--- src/rtl/rv32i_types_pkg.sv ---
// RV32I decode types shared by the decode stage and its immediate generator.
package rv32i_types_pkg;

    typedef enum logic [6:0] {
        OpLui    = 7'b0110111,
        OpAuipc  = 7'b0010111,
        OpJal    = 7'b1101111,
        OpJalr   = 7'b1100111,
        OpBranch = 7'b1100011,
        OpLoad   = 7'b0000011,
        OpStore  = 7'b0100011,
        OpOpImm  = 7'b0010011,
        OpOp     = 7'b0110011,
        OpSystem = 7'b1110011
    } opcode_e;

    typedef enum logic [2:0] {
        FmtI,
        FmtS,
        FmtB,
        FmtU,
        FmtJ,
        FmtR
    } imm_fmt_e;

    typedef struct packed {
        logic        valid;
        logic [31:0] pc;
        logic [31:0] rs1_data;
        logic [31:0] rs2_data;
        logic [31:0] imm;
        logic [4:0]  rs1;
        logic [4:0]  rs2;
        logic [4:0]  rd;
        logic [6:0]  opcode;
        logic [2:0]  funct3;
        logic        funct7b5;
        logic        is_load;
        logic        reg_we;
        logic        illegal;
    } id_ex_t;

    // Unknown opcodes carry no immediate.
    function automatic imm_fmt_e imm_fmt(input logic [6:0] op);
        case (op)
            OpJalr, OpLoad, OpOpImm, OpSystem: return FmtI;
            OpStore:                           return FmtS;
            OpBranch:                          return FmtB;
            OpLui, OpAuipc:                    return FmtU;
            OpJal:                             return FmtJ;
            default:                           return FmtR;
        endcase
    endfunction

endpackage

--- src/rtl/imm_gen.sv ---
// Sign-extended RV32I immediate, format selected from the opcode field.
module imm_gen
    import rv32i_types_pkg::*;
(
    input  logic [31:0] instr_i,
    output logic [31:0] imm_o
);

    always_comb begin
        imm_o = '0;
        case (imm_fmt(instr_i[6:0]))
            FmtI: imm_o = {{20{instr_i[31]}}, instr_i[31:20]};
            FmtS: imm_o = {{20{instr_i[31]}}, instr_i[31:25], instr_i[11:7]};
            FmtB: imm_o = {{19{instr_i[31]}}, instr_i[31], instr_i[7], instr_i[30:25],
                           instr_i[11:8], 1'b0};
            FmtU: imm_o = {instr_i[31:12], 12'b0};
            FmtJ: imm_o = {{11{instr_i[31]}}, instr_i[31], instr_i[19:12], instr_i[20],
                           instr_i[30:21], 1'b0};
            default: imm_o = '0;
        endcase
    end

endmodule

--- src/rtl/id_stage.sv ---
// RV32I decode stage: decode, regfile read, load-use hazard bubble and ID/EX register.
module id_stage
    import rv32i_types_pkg::*;
(
    input  logic        clk_i,
    input  logic        rst_ni,
    input  logic        if_valid_i,
    input  logic [31:0] if_pc_i,
    input  logic [31:0] if_instr_i,
    output logic        id_ready_o,
    output logic [4:0]  rf_src_a_o,
    output logic [4:0]  rf_src_b_o,
    input  logic [31:0] rf_a_i,
    input  logic [31:0] rf_b_i,
    input  logic        ex_ready_i,
    input  logic        ex_flush_i,
    output logic        ex_valid_o,
    output logic [31:0] ex_pc_o,
    output logic [31:0] ex_rs1_data_o,
    output logic [31:0] ex_rs2_data_o,
    output logic [31:0] ex_imm_o,
    output logic [4:0]  ex_rs1_o,
    output logic [4:0]  ex_rs2_o,
    output logic [4:0]  ex_rd_o,
    output logic [6:0]  ex_opcode_o,
    output logic [2:0]  ex_funct3_o,
    output logic        ex_funct7b5_o,
    output logic        ex_is_load_o,
    output logic        ex_reg_we_o,
    output logic        ex_illegal_o
);

    logic [6:0]  opcode;
    logic [4:0]  rs1, rs2, rd;
    logic        rs1_used, rs2_used, writes_rd, is_load, illegal;
    logic [31:0] imm;
    logic        advance, hazard;
    id_ex_t      dec, ex_d, ex_q;

    assign opcode = if_instr_i[6:0];
    assign rs1    = if_instr_i[19:15];
    assign rs2    = if_instr_i[24:20];
    assign rd     = if_instr_i[11:7];

    always_comb begin
        rs1_used  = 1'b1;
        rs2_used  = 1'b0;
        writes_rd = 1'b0;
        is_load   = 1'b0;
        illegal   = 1'b0;
        case (opcode)
            OpLui, OpAuipc, OpJal: begin
                rs1_used  = 1'b0;
                writes_rd = 1'b1;
            end
            OpJalr, OpOpImm:  writes_rd = 1'b1;
            OpLoad: begin
                writes_rd = 1'b1;
                is_load   = 1'b1;
            end
            OpBranch, OpStore: rs2_used = 1'b1;
            OpOp: begin
                rs2_used  = 1'b1;
                writes_rd = 1'b1;
            end
            OpSystem: ;
            default:  illegal = 1'b1;
        endcase
    end

    assign rf_src_a_o = rs1_used ? rs1 : 5'd0;
    assign rf_src_b_o = rs2_used ? rs2 : 5'd0;

    imm_gen u_imm_gen (
        .instr_i (if_instr_i),
        .imm_o   (imm)
    );

    assign advance = !ex_q.valid || ex_ready_i;
    assign hazard  = ex_q.valid && ex_q.is_load && (ex_q.rd != 5'd0) &&
                     ((rs1_used && rs1 == ex_q.rd) || (rs2_used && rs2 == ex_q.rd));
    assign id_ready_o = ex_flush_i || (advance && !hazard);

    // Source indices are stored masked so downstream forwarding ignores unused fields.
    always_comb begin
        dec          = '0;
        dec.valid    = 1'b1;
        dec.pc       = if_pc_i;
        dec.rs1_data = rf_a_i;
        dec.rs2_data = rf_b_i;
        dec.imm      = imm;
        dec.rs1      = rf_src_a_o;
        dec.rs2      = rf_src_b_o;
        dec.rd       = rd;
        dec.opcode   = opcode;
        dec.funct3   = if_instr_i[14:12];
        dec.funct7b5 = if_instr_i[30];
        dec.is_load  = is_load;
        dec.reg_we   = writes_rd && (rd != 5'd0);
        dec.illegal  = illegal;
    end

    always_comb begin
        ex_d = ex_q;
        if (ex_flush_i) begin
            ex_d.valid = 1'b0;
        end else if (!advance) begin
            ex_d = ex_q;
        end else if (hazard) begin
            ex_d.valid = 1'b0;
        end else if (if_valid_i) begin
            ex_d = dec;
        end else begin
            ex_d.valid = 1'b0;
        end
    end

    always_ff @(posedge clk_i or negedge rst_ni) begin
        if (!rst_ni) begin
            ex_q <= '0;
        end else begin
            ex_q <= ex_d;
        end
    end

    assign ex_valid_o    = ex_q.valid;
    assign ex_pc_o       = ex_q.pc;
    assign ex_rs1_data_o = ex_q.rs1_data;
    assign ex_rs2_data_o = ex_q.rs2_data;
    assign ex_imm_o      = ex_q.imm;
    assign ex_rs1_o      = ex_q.rs1;
    assign ex_rs2_o      = ex_q.rs2;
    assign ex_rd_o       = ex_q.rd;
    assign ex_opcode_o   = ex_q.opcode;
    assign ex_funct3_o   = ex_q.funct3;
    assign ex_funct7b5_o = ex_q.funct7b5;
    assign ex_is_load_o  = ex_q.is_load;
    assign ex_reg_we_o   = ex_q.reg_we;
    assign ex_illegal_o  = ex_q.illegal;

endmodule

--- config.mk ---
export PLATFORM = sky130hd
export DESIGN_NAME = id_stage
export DESIGN_NICKNAME = d
export VERILOG_FILES = /design/src/rtl/rv32i_types_pkg.sv /design/src/rtl/imm_gen.sv /design/src/rtl/id_stage.sv
export SDC_FILE = /design/constraint.sdc
export NUM_CORES = 1
export LEC_CHECK = 0
export ABC_AREA = 0
export CORE_MARGIN = 2
export CORE_UTILIZATION = 39
export DETAILED_ROUTE_END_ITERATION = 12
export PLACE_DENSITY = 0.78
export SETUP_SLACK_MARGIN = 0.5
export SLEW_MARGIN = 20
export SYNTH_ARGS = -nofsm -noshare
export SYNTH_HDL_FRONTEND = slang
export SYNTH_SLANG_ARGS = --single-unit
--- constraint.sdc ---
create_clock -name clk_i -period 2.3 [get_ports clk_i]
set_clock_uncertainty 0.2 [all_clocks]
set_input_delay 0.345 -clock clk_i [delete_from_list [all_inputs] [get_ports clk_i]]
set_output_delay 0.345 -clock clk_i [all_outputs]
set_load 0.01 [all_outputs]
---- Word level (Yosys, flattened, before mapping) ----
Index checks and enable logic that the tools add are counted.
storage, ports and cells
  register bits ........................... 158
  output and inout port bits .............. 169
  word-level logic and storage cells ...... 70
operators by class
  eq/ne operators ......................... 16
  mux-type cells .......................... 15
  bitwise gates (word level) .............. 2
  reduce and logical (&&, ||, !) cells .... 23
operators by type and width
  operator            number
  $mux 157            2
  $pmux 32 s5         1
  $mux 158            1
  $eq 7x7->1 const B  4
  $eq 7x6->1 const B  3
  $pmux 3 s5          1
  $eq 7x5->1 const B  2
  $eq 5x5->1          2
  $mux 5              2
  $reduce_bool 5->1   2
  $reduce_or 10->1    1
  $mux 1              8
  $eq 7x2->1 const B  1
  $logic_and 1x1->1   7
  $reduce_or 7->1     1
  $eq 3x2->1 const B  2
  $reduce_or 3->1     2
  $reduce_and 4->1    1
  $reduce_or 4->1     1
  $eq 3x1->1 const B  1
  $eq 3x3->1 const B  1
  $logic_not 3->1     1
  $logic_or 1x1->1    3
  $logic_not 1->1     2
  3 further kinds     4

---- Logic depth before layout (Yosys ltp) ----
Gate-level depths: netlist of run 1.
  depth after elaboration ................. 9
  depth in mapped cells ................... 11
  depth with buffers taken out ............ 5

---- Hierarchy ----
A second synthesis of run 1 with hierarchy kept.
second synthesis, totals
  cell total of the unflattened synthesis .. 471
  area, all modules ....................... 7502.2 um^2
by module, submodules not included
  module    times used  cells an instance  area an instance (um^2)  sequential area each (um^2)
  id_stage  1           400                6974.2                   3953.8
  imm_gen   1           71                 528.0                    0.0

---- Worst setup path after synthesis of run 1 ----
Ideal clock, no wire load.
  path kind ............................... input to register
  from .................................... input if_instr_i[5]
  to ...................................... register ex_q (netlist bit ex_imm_o[10])
  library setup time ...................... 0.125 ns
  arrival ................................. 2.272 ns
  required time ........................... 1.975 ns
  setup slack ............................. -0.297 ns
  stages on the path ...................... 10
  buffers on the path ..................... 5
  cell sequence ........................... buf_2 nand4b_1 a21oi_2 or4_1 buf_2 a22o_1 buf_2 buf_6 buf_6 mux2_4
on the way
  word-level cells in the longest chain between the ends .. 8
  elaborated cells on any way between the ends .. 29
RTL lines
  element                                              RTL line         text
  from (decl)                                          id_stage.sv:9    input logic [31:0] if_instr_i,
  branches (longest 8 deep; another with $pmux 32 s5)  n/a
  to (signal assigned)                                 id_stage.sv:120  ex_q <= '0;
  to (signal assigned)                                 id_stage.sv:122  ex_q <= ex_d;
  to (decl)                                            id_stage.sv:38   id_ex_t dec, ex_d, ex_q;
Several ways; the timed one is not identified.
A chain may end at the register's enable or synchronous reset.

---- Worst setup path in the final report of run 1 ----
  from .................................... register ex_q (netlist bit ex_rd_o[0])
  to ...................................... register ex_q (netlist bit ex_rs2_data_o[27])
on the way
  word-level cells in the longest chain between the ends .. 6
  elaborated cells on any way between the ends .. 10
RTL lines
  element                         RTL line        text
  $eq 5x5->1                      id_stage.sv:81  ((rs1_used && rs1 == ex_q.rd) || (rs2_used && rs2 == ex_q.rd));
  $logic_and 1x1->1               id_stage.sv:81
  $logic_or 1x1->1                id_stage.sv:81
  $logic_and 1x1->1 (*)           id_stage.sv:80  assign hazard = ex_q.valid && ex_q.is_load && (ex_q.rd != 5'd0) &&
  $not 1->1 (no line) (*)         n/a
  $reduce_and 4->1 (no line) (*)  n/a
Every way passes the cells marked *; elsewhere a longest branch is shown, timed or not.

==> flow_summary.yaml, run 1 <==
global_route:
  grt_pass1_vias: 6279
  grt_max_degree: 50
  grt_pass1_wl_mm: 35.1
  grt-ovfl-total: 0
  antenna_found_initial: 0
  grtUsageTotal_pct: 23.3
timing:
  setup_ws_ns: -0.358
  slew_headroom_pct: 52.9
  slew_viol_final: 0
  hold_violations: 0
  layout_min_cycle_time_ns: 2.66
  worst_pin_slew_ns: 0.707
  setup_viol: 159
  fin_crit_sh_pct: 116
  fmax_ghz: 0.376
  rsz0062_at_grt: "true"
critical_path:
  crit_type: "register to register"
  cp-end-kind: "register"
  worstPathCellList: "buf_6 > xor2_2 > or4_4 > buf_6 > buf_8 > a22o_4 > buf_12 > buf_16 > mux2_4"
  reg2reg_slack_ns: -0.36
  cp_slowest_cell: "or4_4"
  cp_max_fo: 6
  crit_path_frequent_cell: "buf_6"
  worst_setup_path_start_kind: "register"
  crit_arrival_ns: 2.76
  critical-path-max-stage-delay_ns: 0.57
  cp_top_family: "buffers and inverters"
  crit_buf_inv: 5
  cp_data_required_time_ns: 2.40
yosys:
  synth_warnings: 0
  synth_flop_cell: "dfrtp_1"
  synth-seq-cells: 158
  netlist_area_um2: 7060
  synthTopCellsByArea: "dfrtp_1, mux2_2, mux2_4"
  post-synth-top-area-cell: "dfrtp_1"
  yosysSeqAreaShare_pct: 56.0
  synth_top_area_share_pct: 56.0
  synthesis.nets: 631
  asyncSetResetFlopFracSynth_pct: 100
  synthCells: 498
  synth_cell_types: 44
  synth_edf_count: 0
  synth_area_per_cell_um2: 14.2
clock_network:
  clk_pin_slew_worst_paths_ns: 0.07
  root_buffer: "clkbuf_16"
  cts_tree: "yes"
  h-tree-depth: 4
  cts_buffers: 17
  clk_latency_ns: 0.42
  clock_sinks: 158
  cts_buffer_depth: 2
cells_and_area:
  fin_cells: 1125
  nets: 1016
  drive_gt1_share_pct: 39.5
  final_area_um2: 12100
  seq_area_um2: 3960
  syn_to_final_growth_pct: 71.1
  antenna_cells: 0
  multiInputGateArea_um2: 3160
  fillers: 1263
route:
  vias: 5807
  drcViolationCount: 0
  drt_iter0_markers: 288
  drtPass1Iterations: 5
  antenna_left: 0
  wl_per_cell_um: 20.9
  wl_mm: 23.6
  viasPerCell: 5.16
status:
  failed_checks: "setup timing"
  status: "finished with violations"
hold_path:
  hp-class: "input port to register"
place:
  dp.cells: 1041
  place_congestion: 0.858
  dpl.hpwl_mm: 15.7
  numPortBuffers: 301
  place_area_um2: 10700
die:
  coreArea_um2: 17800
  die-area_um2: 19200
  rows: 49
  die_h_um: 139
  start_util_pct: 39.5
  io_pins: 302
  die_w_um: 139
pwr:
  peakVddDrop_uv: 560
  p_per_area_nw_per_um2: 727
  total_power_w: 0.00878
  p_leak_nw: 5.61
flow_run:
  drv_cap: 0
-- metrics by stage --
step | util [%] | hold WS [ns] | setup slack [ns] | setup TNS, ns
after floorplan | - | -0.151 | -0.228 | -28.60
final | 67.7 | 0.0527 | -0.358 | -45.31
after global placement | 59.9 | 0.117 | -0.717 | -111.57
after CTS | 64.9 | 0.0379 | -0.363 | -44.47
after detailed placement | 59.9 | 0.120 | -0.738 | -114.25
after global routing | 67.7 | 0.0472 | -0.396 | -52.25
-- cells by family (layout without fill, tap and decap cells) --
| kind of cell | after synthesis | after routing | synth area share (%) |
|---|---|---|---|
| flops | 158 | 158 | 56.0 |
| compound gates | 66 | 68 | 7.47 |
| buf+inv | 56 | 452 | 4.50 |
| xor+xnor | 10 | 10 | 1.24 |
| simple gates | 63 | 63 | 4.58 |
| mux | 145 | 145 | 26.2 |
-- flip-flops by register name, summed over array words and instances, names as in the netlist --
name,flops
ex_pc_o,32
ex_rd_o,5
ex_rs2_o,5
ex_reg_we_o,1
ex_valid_o,1
ex_funct7b5_o,1
ex_opcode_o,7
ex_rs1_data_o,32
ex_is_load_o,1
ex_rs2_data_o,32
ex_illegal_o,1
ex_funct3_o,3
ex_imm_o,32
ex_rs1_o,5
-- cell type report --
class	instances	share of cell area [%]
Clock buffer	18	3.64
Sequential cell	158	32.8
Clock inverter	14	1.04
Timing Repair Buffer	409	33.6
Inverter	11	0.342
Tap cell	229	2.37
Multi-Input combinational cell	286	26.2
-- power breakdown --
group	switching (W)	total (W)	internal (W)
Sequential	0.000266	0.00350	0.00323
Combinational	0.00107	0.00257	0.00151
Clock	0.00125	0.00270	0.00145
-- path summary, 6_finish.rpt --
kind | start | to | depth (start not counted)
min in group asynchronous | rst_ni | ex_pc_o[13] | 2
min | if_instr_i[6] | ex_opcode_o[6] | 3
max in group asynchronous | rst_ni | ex_pc_o[6] | 3
max | ex_rd_o[0] | ex_rs2_data_o[27] | 9
max reg2reg | ex_rd_o[0] | ex_rs2_data_o[27] | 9
min reg2reg | ex_pc_o[26] | ex_pc_o[26] | 1
-- worst reg2reg max path: cells and delay by family (launching register included) --
family                    cells  cell delay, ns
AOI/OAI and AO/OA             1            0.28
buffers and inverters         5            0.68
xor gates and xnor gates      1            0.13
and+or+nand+nor               1            0.57
DFF                           1            0.39
muxes                         1            0.30
-- cells in the final DEF, fill, tap and decap left out, drive strengths merged, types with 12 or more instances in the layout --
master and n:
buf 121, nand2 23, dfrtp 158, a31oi 12
dlygate4sd2 155, clkdlybuf4s50 124, mux2 145, inv 18
clkbuf 22, a221oi 20
-- synth_stat cells (2+ instances only) --
master	instances
a211o_1	2
a211oi_1	8
a21oi_1	4
a221oi_1	20
a22o_1	5
a31oi_1	12
and2_1	6
buf_2	11
buf_4	11
buf_6	7
clkbuf_1	15
dfrtp_1	158
inv_1	11
mux2_2	88
mux2_4	57
nand2_1	23
nand3_1	3
nor2_1	7
nor2b_1	9
nor3_1	2
nor4_1	2
o21ai_0	4
or3_1	2
or4_1	3
xnor2_1	3
xor2_1	7
-- routing by layer --
layer / wire length, µm / vias up / share of wire, % / track usage, %
met3: 1580 / 36 / 6.7 / 6.82
met5: 0 / - / 0 / 0
li1: - / 2573 / - / -
met2: 12100 / 257 / 51 / 40.2
met1: 9340 / 2941 / 40 / 28.2
met4: 511 / 0 / 2.2 / 7.36
-- what timing repair did --
item,in CTS,in global routing
setup buffers,17,16
hold endpoints to repair,53,0
cloned,6,8
pin swaps,11,9
endpoints found under the setup margin,327,172
gates resized for setup,304,44
hold buffers,5,0
Note: power is estimated with default switching activity, not from simulation.
==> inputs of run 2 (changes only) <==
- CORE_MARGIN: 2 -> 1.5
- CORE_UTILIZATION: 39 -> 46
- CTS_CLUSTER_DIAMETER: unset -> 80
- PLACE_DENSITY: 0.78 -> 0.86
- clock period: 2.3 -> 3.24 ns (I/O delays scaled with it)
==> run 2 against run 1 <==
Effect of this change:
- the flow now finishes without violations
- sequential cell count unchanged
- core utilization increased by 6.2 points
- via count decreased by 4.4%
- first-iteration DRC count increased by 23%
- power decreased by 29%
- combinational power decreased by 31%
- non-clock buffer count decreased by 58
- critical path depth decreased by 3
- hold slack improved by 0.23 ns
- clock-buffer cell count decreased by 1
- largest cell class is now registers
- largest power group unchanged
==> flow_summary.yaml, run 2 (same netlist as run 1, synthesis figures left out) <==
die:
  rows: 45
  die_w_um: 127
  start_util_pct: 46.8
  coreArea_um2: 15100
  io_pins: 302
  die-area_um2: 16100
  die_h_um: 127
cells_and_area:
  syn_to_final_growth_pct: 57.9
  nets: 956
  antenna_cells: 0
  fillers: 983
  drive_gt1_share_pct: 30.3
  final_cell_mix: "clkdlybuf4s50_1, dfrtp_1, mux2_2"
  multiInputGateArea_um2: 2850
  layout_commonest_cell: "clkdlybuf4s50_1"
  fin_cells: 1023
  seq_area_um2: 3960
  fin_util_pct: 73.8
route:
  wl_per_cell_um: 20.4
  vias: 5549
  wl_mm: 20.9
  drtPass1Iterations: 5
  antenna_left: 0
  drcViolationCount: 0
  viasPerCell: 5.42
  drt_iter0_markers: 353
timing:
  slew_viol_final: 0
  rsz0062_at_grt: "true"
  setup_tns_ns: 0
  worst_pin_slew_ns: 0.570
  fmax_ghz: 0.359
  hold_violations: 0
  fin_crit_sh_pct: 86.1
  slew_headroom_pct: 62.0
  whs_ns: 0.286
  setup_ws_ns: 0.452
  layout_min_cycle_time_ns: 2.79
  setup_viol: 0
pwr:
  p_per_area_nw_per_um2: 562
  p_leak_nw: 4.75
  peakVddDrop_uv: 387
place:
  pre_cts_ws_ns: -0.150
  numPortBuffers: 301
  dp.cells: 979
  dpl.hpwl_mm: 15.4
  place_congestion: 0.913
clock_network:
  root_buffer: "clkbuf_16"
  cts_buffers: 17
  clock_sinks: 158
  clk_latency_ns: 0.42
  h-tree-depth: 4
  clk_pin_slew_worst_paths_ns: 0.07
  cts_buffer_depth: 2
  cts_tree: "yes"
status:
  status: "finished, final reports clean"
global_route:
  grt_pass1_vias: 5829
  grt_max_degree: 63
  grtUsageTotal_pct: 26.3
  grt-ovfl-total: 0
  grt_pass1_wl_mm: 32.2
  antenna_found_initial: 0
critical_path:
  cp-end-kind: "primary output"
  worstPathCellList: "clkdlybuf4s50_1 > xor2_1 > or4_4 > a21oi_4 > o21ai_1 > buf_2"
  critical-path-max-stage-delay_ns: 0.57
  cp_max_fo: 2
  cp_slowest_cell: "or4_4"
  cp_data_required_time_ns: 2.55
  crit_arrival_ns: 2.10
  worst_setup_path_start_kind: "input port"
  crit_type: "input port to primary output"
flow_run:
  drv_cap: 0
hold_path:
  hp-class: "input port to register"
run 2: changes by cell type in the layout (fill, tap and decap cells not counted), moves of 6 or more:
| cell | change |
|---|---|
| mux2_4 | -15 |
| buf_4 | -23 |
| buf_6 | -25 |
| buf_16 | -8 |
| clkdlybuf4s50_1 | +156 |
| a31oi_1 | +6 |
| mux2_2 | +15 |
| dlygate4sd2_1 | -145 |
| a221oi_2 | -9 |
| buf_8 | -6 |
| a221oi_1 | +10 |
run 2: final timing paths:
| check | from | to | slack [ns] | cells past startpoint |
|---|---|---|---|---|
| worst max-delay path | if_instr_i[15] | id_ready_o | 0.45 | 6 |
| worst min-delay path | if_instr_i[3] | ex_opcode_o[3] | 0.29 | 2 |
| min in group asynchronous | rst_ni | ex_rs1_o[3] | 0.41 | 2 |
| worst max register to register | ex_rd_o[4] | ex_rd_o[4] | 0.59 | 8 |
| worst min register to register | ex_opcode_o[2] | ex_opcode_o[2] | 0.31 | 1 |
| max in group asynchronous | rst_ni | ex_imm_o[27] | 1.64 | 3 |
run 2: worst max-delay path, delay by kind of cell:
family,cells,cell delay [ns]
AO/OA/AOI/OAI,2,0.26
buffers and inverters,2,0.61
AND/OR/NAND/NOR,1,0.57
XOR/XNOR,1,0.18
run 2: what timing repair did:
item                                    CTS  global route
hold buffers                              1             0
cloned                                    0             0
buffers inserted                          9             3
endpoints found under the setup margin   60            54
gates resized for setup                  55            12
pin swaps                                 4             3
endpoints found under the hold margin    59             0
run 2: area by class of cell:
class                      count  area share (%)
sequential                   158            35.5
tap                          188            2.11
clock inverter                14            1.45
multi-input combinational    284            25.6
clock buffer                  17            3.82
timing repair buffer         351            31.1
inverter                      11           0.371
run 2: layer usage:
layer	vias to the layer above	part of all wire, %	GRT usage [%]
li1	2444	-	-
met1	2784	39	32.1
met2	271	51	43.9
met3	50	6.9	6.62
met4	0	3.3	12.3
met5	-	0	0
run 2: power breakdown:
part	switching (W)	internal, W
clock network	0.000848	0.00115
registers	0.000201	0.00230
logic	0.000665	0.00111
run 2: metrics by stage:
step	power (W)	instance area, µm²
5_1_grt	0.00652	11100
6_report	0.00626	11100
3_3_place_gp	0.00422	10400
3_5_place_dp	0.00428	10400
4_1_cts	0.00630	11100
2_1_floorplan	0.00322	7060
